## config.mk

```make
export PLATFORM = sky130hd
export DESIGN_NAME = matrix_tile_loader_flat
export DESIGN_NICKNAME = d
export VERILOG_FILES = /design/src/rtl/matrix_tile_loader_if.sv /design/src/rtl/matrix_tile_loader.sv /design/src/flat_wrapper.sv
export SDC_FILE = /design/constraint.sdc
export NUM_CORES = 1
export LEC_CHECK = 0
export ABC_AREA = 0
export CORE_UTILIZATION = 50
export DETAILED_ROUTE_END_ITERATION = 16
export GPL_ROUTABILITY_DRIVEN = 0
export PLACE_DENSITY = 0.82
export SKIP_CTS_REPAIR_TIMING = 1
export SKIP_LAST_GASP = 1
export SYNTH_ARGS = -nofsm -noshare
export SYNTH_HDL_FRONTEND = slang
export SYNTH_SLANG_ARGS = --single-unit
```

## constraint.sdc

```tcl
create_clock -name input_Clk -period 21.7 [get_ports input_Clk]
set_input_delay 4.34 -clock input_Clk [delete_from_list [all_inputs] [get_ports input_Clk]]
set_output_delay 4.34 -clock input_Clk [all_outputs]
set_load 0.02 [all_outputs]
```

## src/rtl/matrix_tile_loader_if.sv

```systemverilog
`timescale 1ns/1ps
// Signal bundle between the word source / multiplier (master) and the
// tile loader (slave): the word stream handshake plus the presented tile.
interface matrix_tile_loader_if #(
  parameter int WORD_WIDTH  = 32,
  parameter int COUNT_WIDTH = 16
);
  logic [WORD_WIDTH-1:0]  input_Word;
  logic                   input_Word_Valid;
  logic                   output_Word_Ready;
  logic                   input_Flush;
  logic                   input_AB_Ack;
  logic                   output_Stable;
  logic [WORD_WIDTH-1:0]  output_A11;
  logic [WORD_WIDTH-1:0]  output_A12;
  logic [WORD_WIDTH-1:0]  output_A21;
  logic [WORD_WIDTH-1:0]  output_A22;
  logic [WORD_WIDTH-1:0]  output_B11;
  logic [WORD_WIDTH-1:0]  output_B12;
  logic [WORD_WIDTH-1:0]  output_B21;
  logic [WORD_WIDTH-1:0]  output_B22;
  logic [COUNT_WIDTH-1:0] output_Tile_Count;
  logic                   output_Protocol_Err;

  modport master (
    output input_Word, input_Word_Valid, input_Flush, input_AB_Ack,
    input  output_Word_Ready, output_Stable,
    input  output_A11, output_A12, output_A21, output_A22,
    input  output_B11, output_B12, output_B21, output_B22,
    input  output_Tile_Count, output_Protocol_Err
  );

  modport slave (
    input  input_Word, input_Word_Valid, input_Flush, input_AB_Ack,
    output output_Word_Ready, output_Stable,
    output output_A11, output_A12, output_A21, output_A22,
    output output_B11, output_B12, output_B21, output_B22,
    output output_Tile_Count, output_Protocol_Err
  );
endinterface

```

## src/rtl/matrix_tile_loader.sv

```systemverilog
`timescale 1ns/1ps
// Assembles eight streamed operands into a 2x2 A/B tile and presents it to the
// multiplier. Define TILE_LOADER_DBUF_EN to fill the next tile while presenting.
module matrix_tile_loader #(
  parameter int WORD_WIDTH  = 32,
  parameter int COUNT_WIDTH = 16
) (
  input  logic                 input_Clk,
  input  logic                 input_Reset,
  matrix_tile_loader_if.slave  bus
);

  typedef enum logic [1:0] {
    FILL    = 2'd0,
    PRESENT = 2'd1,
    RELEASE = 2'd2
  } state_t;

  state_t                 state;
  state_t                 state_next;
  logic [2:0]             write_index;
  logic                   fill_full;
  logic [WORD_WIDTH-1:0]  fill_bank [8];
  logic [WORD_WIDTH-1:0]  tile      [8];
  logic [WORD_WIDTH-1:0]  next_tile [8];
  logic                   word_ready;
  logic                   word_xfer;
  logic                   last_xfer;
  logic                   fill_done;
  logic                   load_tile;
  logic                   count_inc;
  logic [COUNT_WIDTH-1:0] tile_count;
  logic                   protocol_err;

  // With two banks the fill bank keeps accepting until it holds a whole tile;
  // with one bank words are only taken while nothing is being presented.
  always_comb begin
`ifdef TILE_LOADER_DBUF_EN
    word_ready = !input_Reset && !bus.input_Flush && !fill_full;
`else
    word_ready = !input_Reset && !bus.input_Flush && (state == FILL);
`endif
  end

  // The tile about to be loaded includes the word arriving on this edge.
  always_comb begin
    word_xfer = bus.input_Word_Valid && word_ready;
    last_xfer = word_xfer && (write_index == 3'd7);
    fill_done = !bus.input_Flush && (fill_full || last_xfer);
    for (int i = 0; i < 8; i++) begin
      next_tile[i] = fill_bank[i];
    end
    if (word_xfer) begin
      next_tile[write_index] = bus.input_Word;
    end
  end

  always_ff @(posedge input_Clk or posedge input_Reset) begin
    if (input_Reset) begin
      state <= FILL;
    end else begin
      state <= state_next;
    end
  end

  // RELEASE waits for the acknowledge to fall so a lingering ack cannot
  // retire the following tile.
  always_comb begin
    state_next = state;
    load_tile  = 1'b0;
    count_inc  = 1'b0;
    case (state)
      FILL: begin
        if (last_xfer) begin
          state_next = PRESENT;
          load_tile  = 1'b1;
        end
      end
      PRESENT: begin
        if (bus.input_AB_Ack) begin
          state_next = RELEASE;
          count_inc  = 1'b1;
        end
      end
      RELEASE: begin
        if (!bus.input_AB_Ack) begin
          if (fill_done) begin
            state_next = PRESENT;
            load_tile  = 1'b1;
          end else begin
            state_next = FILL;
          end
        end
      end
      default: state_next = FILL;
    endcase
  end

  // Flush only ever touches the fill side; a presented tile is untouched.
  always_ff @(posedge input_Clk or posedge input_Reset) begin
    if (input_Reset) begin
      write_index <= '0;
      fill_full   <= 1'b0;
      for (int i = 0; i < 8; i++) begin
        fill_bank[i] <= '0;
      end
    end else if (bus.input_Flush) begin
      write_index <= '0;
      fill_full   <= 1'b0;
    end else begin
      if (word_xfer) begin
        fill_bank[write_index] <= bus.input_Word;
        write_index            <= write_index + 3'd1;
      end
      if (load_tile) begin
        fill_full <= 1'b0;
      end else if (last_xfer) begin
        fill_full <= 1'b1;
      end
    end
  end

  always_ff @(posedge input_Clk or posedge input_Reset) begin
    if (input_Reset) begin
      for (int i = 0; i < 8; i++) begin
        tile[i] <= '0;
      end
      tile_count   <= '0;
      protocol_err <= 1'b0;
    end else begin
      if (load_tile) begin
        for (int i = 0; i < 8; i++) begin
          tile[i] <= next_tile[i];
        end
      end
      if (count_inc) begin
        tile_count <= tile_count + COUNT_WIDTH'(1);
      end
      if ((state == FILL) && bus.input_AB_Ack) begin
        protocol_err <= 1'b1;
      end
    end
  end

  assign bus.output_Word_Ready   = word_ready;
  assign bus.output_Stable       = (state == PRESENT);
  assign bus.output_A11          = tile[0];
  assign bus.output_A12          = tile[1];
  assign bus.output_A21          = tile[2];
  assign bus.output_A22          = tile[3];
  assign bus.output_B11          = tile[4];
  assign bus.output_B12          = tile[5];
  assign bus.output_B21          = tile[6];
  assign bus.output_B22          = tile[7];
  assign bus.output_Tile_Count   = tile_count;
  assign bus.output_Protocol_Err = protocol_err;

endmodule

```

## src/flat_wrapper.sv

```systemverilog
// flat-port wrapper written by rule: the top's interface ports become plain ports
module matrix_tile_loader_flat 
#(
  parameter int WORD_WIDTH  = 32,
  parameter int COUNT_WIDTH = 16
)
  (input_Clk, input_Reset, bus_input_Word, bus_input_Word_Valid, bus_input_Flush, bus_input_AB_Ack, bus_output_Word_Ready, bus_output_Stable, bus_output_A11, bus_output_A12, bus_output_A21, bus_output_A22, bus_output_B11, bus_output_B12, bus_output_B21, bus_output_B22, bus_output_Tile_Count, bus_output_Protocol_Err);
  matrix_tile_loader_if #(.WORD_WIDTH(WORD_WIDTH), .COUNT_WIDTH(COUNT_WIDTH)) bus_i ();
  input  logic input_Clk;
  input  logic input_Reset;
  input wire logic [$bits(bus_i.input_Word)-1:0] bus_input_Word;
  input wire logic [$bits(bus_i.input_Word_Valid)-1:0] bus_input_Word_Valid;
  input wire logic [$bits(bus_i.input_Flush)-1:0] bus_input_Flush;
  input wire logic [$bits(bus_i.input_AB_Ack)-1:0] bus_input_AB_Ack;
  output wire logic [$bits(bus_i.output_Word_Ready)-1:0] bus_output_Word_Ready;
  output wire logic [$bits(bus_i.output_Stable)-1:0] bus_output_Stable;
  output wire logic [$bits(bus_i.output_A11)-1:0] bus_output_A11;
  output wire logic [$bits(bus_i.output_A12)-1:0] bus_output_A12;
  output wire logic [$bits(bus_i.output_A21)-1:0] bus_output_A21;
  output wire logic [$bits(bus_i.output_A22)-1:0] bus_output_A22;
  output wire logic [$bits(bus_i.output_B11)-1:0] bus_output_B11;
  output wire logic [$bits(bus_i.output_B12)-1:0] bus_output_B12;
  output wire logic [$bits(bus_i.output_B21)-1:0] bus_output_B21;
  output wire logic [$bits(bus_i.output_B22)-1:0] bus_output_B22;
  output wire logic [$bits(bus_i.output_Tile_Count)-1:0] bus_output_Tile_Count;
  output wire logic [$bits(bus_i.output_Protocol_Err)-1:0] bus_output_Protocol_Err;
  assign bus_i.input_Word = bus_input_Word;
  assign bus_i.input_Word_Valid = bus_input_Word_Valid;
  assign bus_i.input_Flush = bus_input_Flush;
  assign bus_i.input_AB_Ack = bus_input_AB_Ack;
  assign bus_output_Word_Ready = bus_i.output_Word_Ready;
  assign bus_output_Stable = bus_i.output_Stable;
  assign bus_output_A11 = bus_i.output_A11;
  assign bus_output_A12 = bus_i.output_A12;
  assign bus_output_A21 = bus_i.output_A21;
  assign bus_output_A22 = bus_i.output_A22;
  assign bus_output_B11 = bus_i.output_B11;
  assign bus_output_B12 = bus_i.output_B12;
  assign bus_output_B21 = bus_i.output_B21;
  assign bus_output_B22 = bus_i.output_B22;
  assign bus_output_Tile_Count = bus_i.output_Tile_Count;
  assign bus_output_Protocol_Err = bus_i.output_Protocol_Err;
  matrix_tile_loader #(.WORD_WIDTH(WORD_WIDTH), .COUNT_WIDTH(COUNT_WIDTH)) u_core (.input_Clk(input_Clk), .input_Reset(input_Reset), .bus(bus_i));
endmodule
```

== Word level (Yosys, flattened, before mapping) ==
Cells that the tools add are included.

* Bits of input ports: 37
* Bits in registers: 535
* Logic and storage cells: 66
* Output and inout port bits: 275

* Bitwise logic cells: 1
* Add/sub/neg operators: 2
* Mux-type cells: 20
* Equal/unequal tests: 6
* Magnitude comparators: 2
* Reduce and logical (&&, ||, !) cells: 14

{| class="wikitable"
|+ Operators by type and width
! cell !! number
|-
| bitwise mux 256 bit || 1
|-
| two-way mux 256 bit || 1
|-
| demux 32 bit (select 3 bit) || 1
|-
| two-way mux 32 bit || 1
|-
| adder 16 x 1 -> 16 bit (second input constant) || 1
|-
| two-way mux 1 bit || 9
|-
| logical AND 1 bit || 7
|-
| two-way mux 2 bit || 3
|-
| two-way mux 3 bit || 2
|-
| one-hot mux 2 bit (3 select lines) || 1
|-
| >= comparator 4 bit (second input constant) || 1
|-
| < comparator 4 x 1 -> 1 bit (second input constant) || 1
|-
| != test 2 bit (second input constant) || 2
|-
| inverter 3 -> 4 bit || 1
|-
| adder 3 x 1 -> 3 bit (second input constant) || 1
|-
| equality test 3 bit (second input constant) || 1
|-
| AND reduction 3 bit || 1
|-
| nonzero test 3 bit || 1
|-
| equality test 2 x 1 -> 1 bit (second input constant) || 1
|-
| equality test 2 bit (second input constant) || 1
|-
| logical NOT 1 bit || 2
|-
| logical NOT 2 bit || 1
|-
| != test 2 x 1 -> 1 bit (second input constant) || 1
|-
| one-hot mux 1 bit (2 select lines) || 1
|-
| other kinds (2) || 2
|}

== Depth between registers and ports, before layout ==
Gate-level depths: netlist of run 1.

* Depth in word-level cells: 12
* Depth in mapped cells: 7

== Worst setup path after synthesis of run 1 ==
No wires, ideal clock.

* Kind: input-to-output
* From: input bus_input_Flush
* To: output bus_output_Word_Ready
* Data required time: 17360 ps
* Buffers on the path: 0
* Stages on the path: 1
* Setup slack: 12492 ps
* Data arrival time: 4868 ps
* Cells stage by stage: nor4_2

* Word-level cells in the longest chain between the ends: 3

{| class="wikitable"
|+ Ends and longest elaborated chain
! item !! line !! text
|-
| start: declaration || flat_wrapper.sv:13 || <nowiki>input wire logic [$bits(bus_i.input_Flush)-1:0] bus_input_Flush;</nowiki>
|-
| logical NOT 1 bit || matrix_tile_loader.sv:41 || <nowiki>word_ready = !input_Reset && !bus.input_Flush && (state == FILL);</nowiki>
|-
| logical AND 1 bit (2 in series) || matrix_tile_loader.sv:41 ||
|-
| end: declaration || flat_wrapper.sv:15 || <nowiki>output wire logic [$bits(bus_i.output_Word_Ready)-1:0] bus_output_Word_Ready;</nowiki>
|}

No other way between the ends.

== Worst setup path after layout of run 1 ==
Ends and elaborated chain as after synthesis.

==> results of run 1 <==
[worst max-delay path, cell delays in order]
cell	delay, ns
clkdlybuf4s50_1	0.56
nor4_2	0.39
clkdlybuf4s50_1	0.67
[worst paths after layout]
check | end | slack [ns] | startpoint | cells after the start
max | bus_output_Word_Ready | 11.40 | bus_input_Flush | 3
min | u_core.fill_bank[253] | 0.48 | u_core.fill_bank[253] | 1
max reg2reg | u_core.bus.output_B21[18] | 18.16 | u_core.write_index[1] | 6
min reg2reg | u_core.fill_bank[253] | 0.48 | u_core.fill_bank[253] | 1
max in group asynchronous | u_core.bus.output_A11[29] | 15.03 | input_Reset | 4
min in group asynchronous | u_core.bus.output_Tile_Count[9] | 4.41 | input_Reset | 2
[cells by family after synthesis]
| family | after synthesis | share of synthesized area [%] |
|---|---|---|
| and+or+nand+nor | 47 | 1.58 |
| DFF | 535 | 65.7 |
| buffers and inverters | 63 | 2.13 |
| adders and majority gates | 3 | 0.184 |
| xor gates and xnor gates | 16 | 0.687 |
| muxes | 513 | 29.4 |
| AOI/OAI and AO/OA | 7 | 0.325 |
[layout make-up]
| cell class | count | area (sq um) |
|---|---|---|
| Fill cell | 2857 | 14400 |
| Sequential cell | 535 | 13400 |
| Multi-Input combinational cell | 586 | 6590 |
| Timing Repair Buffer | 325 | 3240 |
| Clock buffer | 73 | 1500 |
| Tap cell | 525 | 657 |
| Clock inverter | 19 | 179 |
| Inverter | 5 | 26.3 |
| Antenna cell | 1 | 2.50 |
[per-layer routing]
layer	wire length, um	track usage [%]	vias to the layer above	part of all wire, %
met1	19200	28.8	5837	43
met2	21700	36.3	281	48
met5	0	0	-	0
met3	3210	6.47	77	7.1
li1	-	-	4816	-
met4	1160	7.49	0	2.6
[cell usage after synthesis]
cell type,number
a2111oi_0,1
a21boi_0,1
a21o_1,1
a32oi_4,1
and2_1,1
and3_1,2
and3b_1,2
and4_1,3
and4b_1,2
and4bb_4,1
buf_2,20
buf_4,26
buf_6,10
clkbuf_1,2
dfrtp_1,535
ha_1,3
inv_1,5
mux2_1,196
mux2_2,257
mux2_4,60
nand2_1,8
nand2b_1,3
nand3_1,6
nand3_2,1
nand3b_1,1
nand4_1,4
nand4_2,2
nor2_1,8
nor3_2,1
nor4_2,1
nor4b_4,1
o21ai_0,3
xnor2_1,10
xor2_1,6
[stage by stage]
stage                     area [sq um]  total power [uW]  util [%]
after floorplan                  20400              1110         -
after global placement           23900              1140      59.7
after detailed placement         23900              1140      59.7
after CTS                        25600              2030      63.9
after global routing             25600              2080      63.9
final                            25600              2010      63.9
[power groups by stage]
stage | logic (uW) | clock network, uW | registers, uW
floorplan | 52.9 | 0 | 1060
CTS | 84.7 | 906 | 1040
global placement | 79.2 | 0 | 1060
detailed placement | 83.8 | 0 | 1060
finish | 82.2 | 887 | 1040
global route | 92.6 | 947 | 1040
[sequential cells by signal, summed over array words and instances, names as in the netlist]
name	count
u_core.state	2
u_core.bus.output_B22	32
u_core.bus.output_A12	32
u_core.bus.output_A22	32
u_core.bus.output_Protocol_Err	1
u_core.bus.output_B21	32
u_core.bus.output_Tile_Count	16
u_core.bus.output_A21	32
u_core.bus.output_B11	32
u_core.bus.output_A11	32
u_core.fill_full	1
u_core.write_index	3
u_core.fill_bank	256
u_core.bus.output_B12	32
==> key figures, run 1 <==
Final layout
  • Final #Nets: 1,545
  • Leading cell type in the layout, fill and taps excluded: dfrtp_1
  • Fin cells: 2,069
  • Most frequent cells in the layout: dfrtp_1 (535), clkdlybuf4s50_1 (311), mux2_2 (257)
  • Layout area overhead: 25.5%
  • Fraction of layout cells with a size suffix above 1: 27.6%

Clock network
  • Worst-path clk slew: 0.06 ns
  • Worst skew pair latency: 0.58 ns
  • CTS Buffer Depth: 3
  • Root Buffer: clkbuf_16
  • CTS tree: done
  • CTS sink cnt: 535
  • Depth of the CTS H-tree: 2
  • CTS Buf Count: 52

Global routing
  • Initial antenna violation count: 1
  • Vias in the first global route: 11,900
  • Largest net degree at the start of global routing: 195
  • Gr usage total: 22.3%
  • Grt total ovfl: 0
  • First-pass GRT wire length: 71,000 um

Synthesis
  • Unique cell type count in the Yosys netlist: 34
  • Yosys warns: 0
  • Syn Nets: 1,224
  • Sequential element share of the synthesized area: 65.7%
  • Synth top area share: 65.7%
  • Syn Inst Count: 1,184
  • Number of synthesized register bits: 535
  • Mapped Area: 0.0204 sq mm
  • Avg Synthesized Cell Area: 17.2 sq um
  • Synth area leaders: dfrtp_1 (66%), mux2_2 (14%), mux2_1 (11%)
  • Cell taking the most area after synthesis: dfrtp_1

Die
  • Die X: 204 um
  • Die Span Y: 204 um
  • Full die area: 0.0416 sq mm
  • I/O pins: 312
  • Starting Density: 51.0%
  • Core ar.: 0.0400 sq mm
  • FP Rows: 73

Timing
  • Final Worst Setup Slack: 11.40 ns
  • Peak Freq: 0.0971 GHz
  • Clock Skews: 0.00995 ns
  • Hold Slack: 0.476 ns
  • Final setup viols: 0
  • Fin. Hold Viols: 0
  • Tcrit/Tclk final: 47.5%
  • Max transition margin: 21.6%
  • Final Max Slew Viols: 0
  • Unrepaired setup endpoints after global routing: no
  • Worst Tran Pin Value: 1.18 ns
  • Minimum clock period: 10.30 ns
  • Setup TNS: 0 ns

Drt
  • Wire per inst: 21.9 um
  • Total Wirelength: 45,300 um
  • Detailed-route via count: 11,000
  • Via density: 5.32
  • DR iter-0 viols: 576
  • Post-route DRC: 0
  • Number of antenna-violating nets in the routed design: 0
  • TritonRoute pass-1 iters: 4

Run status
  • Status: complete, no violations

Power
  • Internal power: 1580 uW
  • Switch share: 21.3%
  • Seq pwr share: 51.8%
  • PD cells: 78.6 mW/mm^2
  • Peak VDD IR: 61.6 uV
  • Clock share of power: 44.1%
  • Net Switching: 428 uW
  • Comb power frac: 4.1%
  • LEAKAGE: 0.0128 uW

Placement
  • DP HPWL: 27,700 um
  • Post-Place Setup Slack: 11.41 ns
  • Port bufs: 311
  • Placed insts: 1,976

Worst setup path
  • Crit path max fanout: 6
  • CP Launch Type: primary input
  • CP required: 17.36 ns
  • CP Data Arrival Time: 5.96 ns
  • Crit Path Class: in2out
  • CP Capture Type: output port

Hold path
  • Hold Crit Class: reg2reg

Run
  • Max Cap Viol: 0
No activity file was read; power rests on OpenSTA's default activity.
==> run 2, diff against run 1 <==
==> constraint.sdc (replaced) <==
create_clock -name input_Clk -period 10.7 [get_ports input_Clk]
set_input_delay 2.14 -clock input_Clk [delete_from_list [all_inputs] [get_ports input_Clk]]
set_output_delay 2.14 -clock input_Clk [all_outputs]
set_load 0.02 [all_outputs]
==> run 2 against run 1 <==
  * Setup slack got worse by 6.5 ns
  * First-iteration DRC count decreased by 5.6%
  * Clock power increased by 100%
  * Via count increased by 0.27%
  * Cell area about the same
  * Combinational power increased by 100%
  * Highest routed layer is now met5
  * Total power increased by 100%
  * Sequential power increased by 100%
  * Sequential share of layout area about the same
  * Non-clock buffer count increased by 2
  * Register-to-register slack got worse by 11 ns
  * Critical path depth unchanged
==> key figures, run 2 (synthesis results as in run 1) <==
Final layout
  • Largest reg by FF count: u_core.fill_bank (unchanged)
  • Fraction of layout cells with a size suffix above 1: 27.4% (was 27.6%)
  • Most frequent cells in the layout: dfrtp_1 (535), clkdlybuf4s50_1 (311), mux2_2 (257) (unchanged)
  • Final #Nets: 1,548 (was 1,545)
  • Layout area overhead: 25.4% (was 25.5%)
  • FF+latch area: 0.0134 sq mm (unchanged)
  • Fill count: 2,827 (was 2,857)
  • Max reg flops: 256 (unchanged)
  • Area of the multi-input gates: 0.00659 sq mm (unchanged)
  • Leading cell type in the layout, fill and taps excluded: dfrtp_1 (unchanged)
  • N_diodes: 0 (was 1)

Timing
  • Final Worst Setup Slack: 4.86 ns (was 11.40 ns)
  • Clock Skews: 0.0201 ns (was 0.00995 ns)
  • Fin. Hold Viols: 0 (unchanged)
  • Tcrit/Tclk final: 54.6%
  • Setup TNS: 0 ns (unchanged)
  • Minimum clock period: 5.84 ns
  • Final Max Slew Viols: 0 (unchanged)
  • Worst Tran Pin Value: 1.07 ns (was 1.18 ns)
  • Final setup viols: 0 (unchanged)
  • Unrepaired setup endpoints after global routing: no (unchanged)
  • Peak Freq: 0.171 GHz
  • Max transition margin: 28.5% (was 21.6%)

Global routing
  • Vias in the first global route: 11,900 (unchanged)
  • Largest net degree at the start of global routing: 193 (was 195)
  • Met1 Usage GRT: 29.8% (was 28.8%)
  • Gr usage total: 22.4% (was 22.3%)
  • GRT busiest layer: met2 (unchanged)
  • GRT met2 Usage: 35.7% (was 36.3%)
  • Global routing usage on met3: 6.06% (was 6.47%)
  • Grt total ovfl: 0 (unchanged)
  • Initial antenna violation count: 1 (unchanged)
  • First-pass GRT wire length: 71,100 um (was 71,000 um)

Die
  • Die X: 204 um (unchanged)
  • I/O pins: 312 (unchanged)
  • Starting Density: 51.0% (unchanged)
  • FP Rows: 73 (unchanged)
  • Die Span Y: 204 um (unchanged)
  • Core ar.: 0.0400 sq mm (unchanged)
  • Full die area: 0.0416 sq mm (unchanged)

Worst setup path
  • R2R Path Start: u_core.write_index[1] (unchanged)
  • CP Launch Type: primary input (unchanged)
  • Crit path max fanout: 6 (unchanged)
  • Crit-path cells: clkdlybuf4s50_1 -> nor4_2 -> clkdlybuf4s50_1 (unchanged)
  • Reg-to-reg setup timing slack: 7.55 ns (was 18.16 ns)
  • CP most frequent cell: clkdlybuf4s50_1 (unchanged)
  • CP required: 8.56 ns (was 17.36 ns)
  • CP Data Arrival Time: 3.70 ns (was 5.96 ns)
  • CP Capture Type: output port (unchanged)
  • RR Endpoint: u_core.bus.output_B21[24] (was u_core.bus.output_B21[18])
  • Cell count of the worst reg-to-reg path: 6 (unchanged)
  • Crit-path slowest cell: clkdlybuf4s50_1 (unchanged)
  • Critical path's largest stage delay: 0.65 ns (was 0.67 ns)
  • Crit Path Class: in2out (unchanged)

Power
  • LEAKAGE: 0.0128 uW (about the same)
  • PD cells: 159 mW/mm^2 (was 78.6 mW/mm^2)
  • Peak VDD IR: 132 uV (was 61.6 uV)

Placement
  • Port bufs: 311 (unchanged)
  • Post-Place Setup Slack: 4.88 ns (was 11.41 ns)
  • DP HPWL: 28,500 um (was 27,700 um)

Drt
  • TritonRoute pass-1 iters: 4 (unchanged)
  • Total Wirelength: 45,400 um (was 45,300 um)
  • Via density: 5.34 (was 5.32)
  • Post-route DRC: 0 (unchanged)
  • DR iter-0 viols: 544 (was 576)
  • Wire per inst: 22.0 um (was 21.9 um)
  • Detailed-route via count: 11,000 (about the same)
  • Number of antenna-violating nets in the routed design: 0 (unchanged)

Clock network
  • CTS sink cnt: 535 (unchanged)
  • CTS Buffer Depth: 3 (unchanged)
  • Root Buffer: clkbuf_16 (unchanged)
  • Depth of the CTS H-tree: 2 (unchanged)
  • Worst skew pair latency: 0.59 ns (was 0.58 ns)
  • CTS tree: done (unchanged)
  • Worst-path clk slew: 0.06 ns (about the same)
  • CTS Buf Count: 53 (was 52)

Run
  • Max Cap Viol: 0 (unchanged)

Hold path
  • Hold depth: 1 (unchanged)
  • Worst Min Path Start: u_core.bus.output_Protocol_Err (was u_core.fill_bank[253])
  • Hold Crit Class: reg2reg (unchanged)
  • Hold Path End: u_core.bus.output_Protocol_Err (was u_core.fill_bank[253])

Run status
  • Status: complete, no violations (unchanged)
==> run 2: report_power, final <==
group | leakage [uW] | switching, uW | total (uW) | internal [uW]
Clock | 0.000818 | 744 | 1780 | 1030
Sequential | 0.00737 | 18.8 | 2110 | 2090
Combinational | 0.00462 | 97.1 | 167 | 69.8
Total | 0.0128 | 859 | 4060 | 3200
==> run 2: routing by layer <==
| metal | wire (um) | part of all wire (%) |
|---|---|---|
| met3 | 3000 | 6.6 |
| met1 | 19600 | 43 |
| met5 | 8 | 0.018 |
| met4 | 1130 | 2.5 |
| met2 | 21700 | 48 |
==> run 2: layout make-up <==
type,count,share of cell area (%)
clock buffers,78,6.02
clock inverters,12,0.440
inverters,5,0.0881
multi-input cells,586,25.7
flip-flops and latches,535,52.3
well taps,525,2.57
repair buffers,327,12.8
==> run 2: how the worst max path moves through the flow <==
| stage | depth (start not counted) | start | endpoint | slack, ns |
|---|---|---|---|---|
| floorplan | 1 | input_Reset | u_core.bus.output_A11[0] | 1.29 |
| global placement | 3 | bus_input_Flush | bus_output_Word_Ready | 4.89 |
| detailed placement | 3 | bus_input_Flush | bus_output_Word_Ready | 4.88 |
| CTS | 3 | bus_input_Flush | bus_output_Word_Ready | 4.86 |
| global route | 3 | bus_input_Flush | bus_output_Word_Ready | 4.79 |
| finish | 3 | bus_input_Flush | bus_output_Word_Ready | 4.86 |
==> run 2: metrics by stage <==
stage	std cells	power, uW	instance area (sq um)	hold slack [ns]	util (%)
after global routing	2068	4200	25600	0.487	63.9
after CTS	2068	4100	25600	0.475	63.9
after floorplan	1184	2250	20400	0.448	-
final	2068	4060	25600	0.468	63.9
after global placement	1978	2300	23900	0.457	59.8
after detailed placement	1978	2320	23900	0.463	59.8
==> run 2: critical path, delay by kind of cell <==
| kind | cells | cell delay, ns |
|---|---|---|
| AND/OR/NAND/NOR | 1 | 0.36 |
| buffers and inverters | 2 | 1.20 |
==> run 3, diff against run 2 <==
--- a/config.mk
+++ b/config.mk
@@ -6,10 +6,10 @@
 export NUM_CORES = 1
 export LEC_CHECK = 0
 export ABC_AREA = 0
-export CORE_UTILIZATION = 50
+export CORE_UTILIZATION = 49
 export DETAILED_ROUTE_END_ITERATION = 16
 export GPL_ROUTABILITY_DRIVEN = 0
-export PLACE_DENSITY = 0.82
+export PLACE_DENSITY = 0.83
 export SKIP_CTS_REPAIR_TIMING = 1
 export SKIP_LAST_GASP = 1
 export SYNTH_ARGS = -nofsm -noshare
==> constraint.sdc (replaced) <==
create_clock -name input_Clk -period 4.82 [get_ports input_Clk]
set_input_delay 0.964 -clock input_Clk [delete_from_list [all_inputs] [get_ports input_Clk]]
set_output_delay 0.964 -clock input_Clk [all_outputs]
set_load 0.02 [all_outputs]
==> run 3 against run 2 <==
  * Register-to-register slack lost 5.5 ns
  * Highest routed layer is now met4
  * Wire length grew 1.5%
  * Total power grew 130%
  * Worst hold slack gained 0.013 ns
  * Sequential share of layout area shrank 0.82 points
  * Setup slack lost 3.5 ns
  * Flip-flop and latch count is the same
==> key figures, run 3 (synthesis results as in run 1) <==
Run status
  • Status: complete, no violations (unchanged)

Final layout
  • Layout area overhead: 27.4% (was 25.4%)
  • N_diodes: 0 (unchanged)
  • Fill count: 2,853 (was 2,827)
  • Fraction of layout cells with a size suffix above 1: 28.8% (was 27.4%)
  • Final #Nets: 1,567 (was 1,548)
  • Largest reg by FF count: u_core.fill_bank (unchanged)
  • Max reg flops: 256 (unchanged)
  • Most frequent cells in the layout: dfrtp_1 (535), clkdlybuf4s50_1 (311), mux2_2 (257) (unchanged)
  • Leading cell type in the layout, fill and taps excluded: dfrtp_1 (unchanged)
  • Area of the multi-input gates: 0.00659 sq mm (about the same)
  • Util after Layout: 63.5% (was 63.9%)
  • FF+latch area: 0.0134 sq mm (unchanged)

Worst setup path
  • Crit path max fanout: 6 (unchanged)
  • Reg-to-reg setup timing slack: 2.04 ns (was 7.55 ns)
  • Cell count of the worst reg-to-reg path: 5 (was 6)
  • Crit Path Class: in2out (unchanged)
  • CP required: 3.86 ns (was 8.56 ns)
  • CP Launch Type: primary input (unchanged)
  • CP Capture Type: output port (unchanged)
  • RR Endpoint: u_core.bus.output_A21[14] (was u_core.bus.output_B21[24])
  • R2R Path Start: u_core.state[1] (was u_core.write_index[1])
  • CP Data Arrival Time: 2.53 ns (was 3.70 ns)

Die
  • Die X: 206 um (was 204 um)
  • Die Span Y: 206 um (was 204 um)
  • I/O pins: 312 (unchanged)
  • Full die area: 0.0424 sq mm (was 0.0416 sq mm)
  • Core ar.: 0.0409 sq mm (was 0.0400 sq mm)
  • FP Rows: 74 (was 73)
  • Starting Density: 49.8% (was 51.0%)

Drt
  • Wire per inst: 21.9 um (was 22.0 um)
  • Number of antenna-violating nets in the routed design: 0 (unchanged)
  • Total Wirelength: 46,100 um (was 45,400 um)
  • Via density: 5.27 (was 5.34)
  • Post-route DRC: 0 (unchanged)
  • TritonRoute pass-1 iters: 4 (unchanged)
  • Detailed-route via count: 11,100 (was 11,000)
  • DR iter-0 viols: 595 (was 544)

Clock network
  • Worst skew pair latency: 0.59 ns (about the same)
  • CTS tree: done (unchanged)
  • Root Buffer: clkbuf_16 (unchanged)
  • Worst-path clk slew: 0.06 ns (about the same)
  • CTS sink cnt: 535 (unchanged)
  • CTS Buf Count: 54 (was 53)
  • CTS Buffer Depth: 3 (unchanged)
  • Depth of the CTS H-tree: 2 (unchanged)

Hold path
  • Worst Min Path Start: u_core.fill_bank[249] (was u_core.bus.output_Protocol_Err)
  • Hold depth: 1 (unchanged)
  • Hold Path End: u_core.fill_bank[249] (was u_core.bus.output_Protocol_Err)
  • Hold Crit Class: reg2reg (unchanged)

Power
  • PD cells: 358 mW/mm^2 (was 159 mW/mm^2)
  • Peak VDD IR: 323 uV (was 132 uV)
  • Total power: 9310 uW (was 4060 uW)
  • LEAKAGE: 0.0130 uW (was 0.0128 uW)

Timing
  • Tcrit/Tclk final: 72.4%
  • Hold Slack: 0.480 ns (was 0.468 ns)
  • Fin. Hold Viols: 0 (unchanged)
  • Max transition margin: 45.2% (was 28.5%)
  • Setup TNS: 0 ns (unchanged)
  • Minimum clock period: 3.49 ns
  • Worst Tran Pin Value: 0.820 ns (was 1.07 ns)
  • Final Max Slew Viols: 0 (unchanged)
  • Unrepaired setup endpoints after global routing: no (unchanged)
  • Final Worst Setup Slack: 1.33 ns (was 4.86 ns)
  • Final setup viols: 0 (unchanged)
  • Peak Freq: 0.287 GHz
  • Clock Skews: 0.0163 ns (was 0.0201 ns)

Placement
  • Port bufs: 311 (unchanged)
  • DP HPWL: 30,000 um (was 28,500 um)
  • Post-Place Setup Slack: 0.950 ns (was 4.88 ns)

Global routing
  • Vias in the first global route: 12,000 (was 11,900)
  • Largest net degree at the start of global routing: 100 (was 193)
  • Initial antenna violation count: 0 (was 1)
  • First-pass GRT wire length: 71,700 um (was 71,100 um)
  • Gr usage total: 22.3% (was 22.4%)
  • Grt total ovfl: 0 (unchanged)

Run
  • Max Cap Viol: 0 (unchanged)
## run 3: how the worst max path moves through the flow
stage,from,cells past startpoint,slack (ns),end
floorplan,input_Reset,1,-3.42,u_core.bus.output_A11[0]
global placement,bus_input_Flush,6,1.02,u_core.bus.output_A21[19]
detailed placement,bus_input_Flush,6,0.95,u_core.bus.output_A21[14]
CTS,bus_input_Flush,3,1.33,bus_output_Word_Ready
global route,bus_input_Flush,3,1.26,bus_output_Word_Ready
finish,bus_input_Flush,3,1.33,bus_output_Word_Ready
## run 3: layer usage
layer  GRT usage, %  vias up  routed length (um)
met5              0        -                   0
met4           5.46        0                 807
met1           30.2     5881               20300
met2           35.3      262               21800
li1               -     4881                   -
met3           6.91       61                3210
## run 3: critical path: stages
cell and delay (ns):
clkdlybuf4s50_1 0.54, nor4_2 0.35, clkdlybuf4s50_1 0.67
## run 3: cell type report
type	count	share of cell area (%)
multi-input cells	586	25.4
well taps	532	2.56
repair buffers	345	13.4
flip-flops and latches	535	51.5
inverters	5	0.0867
clock inverters	17	0.660
clock buffers	82	6.39
## run 3: metrics by stage
stage	cells	instance area (sq um)
6_report	2102	26000
5_1_grt	2102	26000
4_1_cts	2102	26000
3_5_place_dp	2003	24200
3_3_place_gp	2003	24200
2_1_floorplan	1184	20400
## run 3: where the power goes
part / switching [uW] / internal, uW
logic: 225 / 162
registers: 43.2 / 4650
clock network: 1710 / 2530
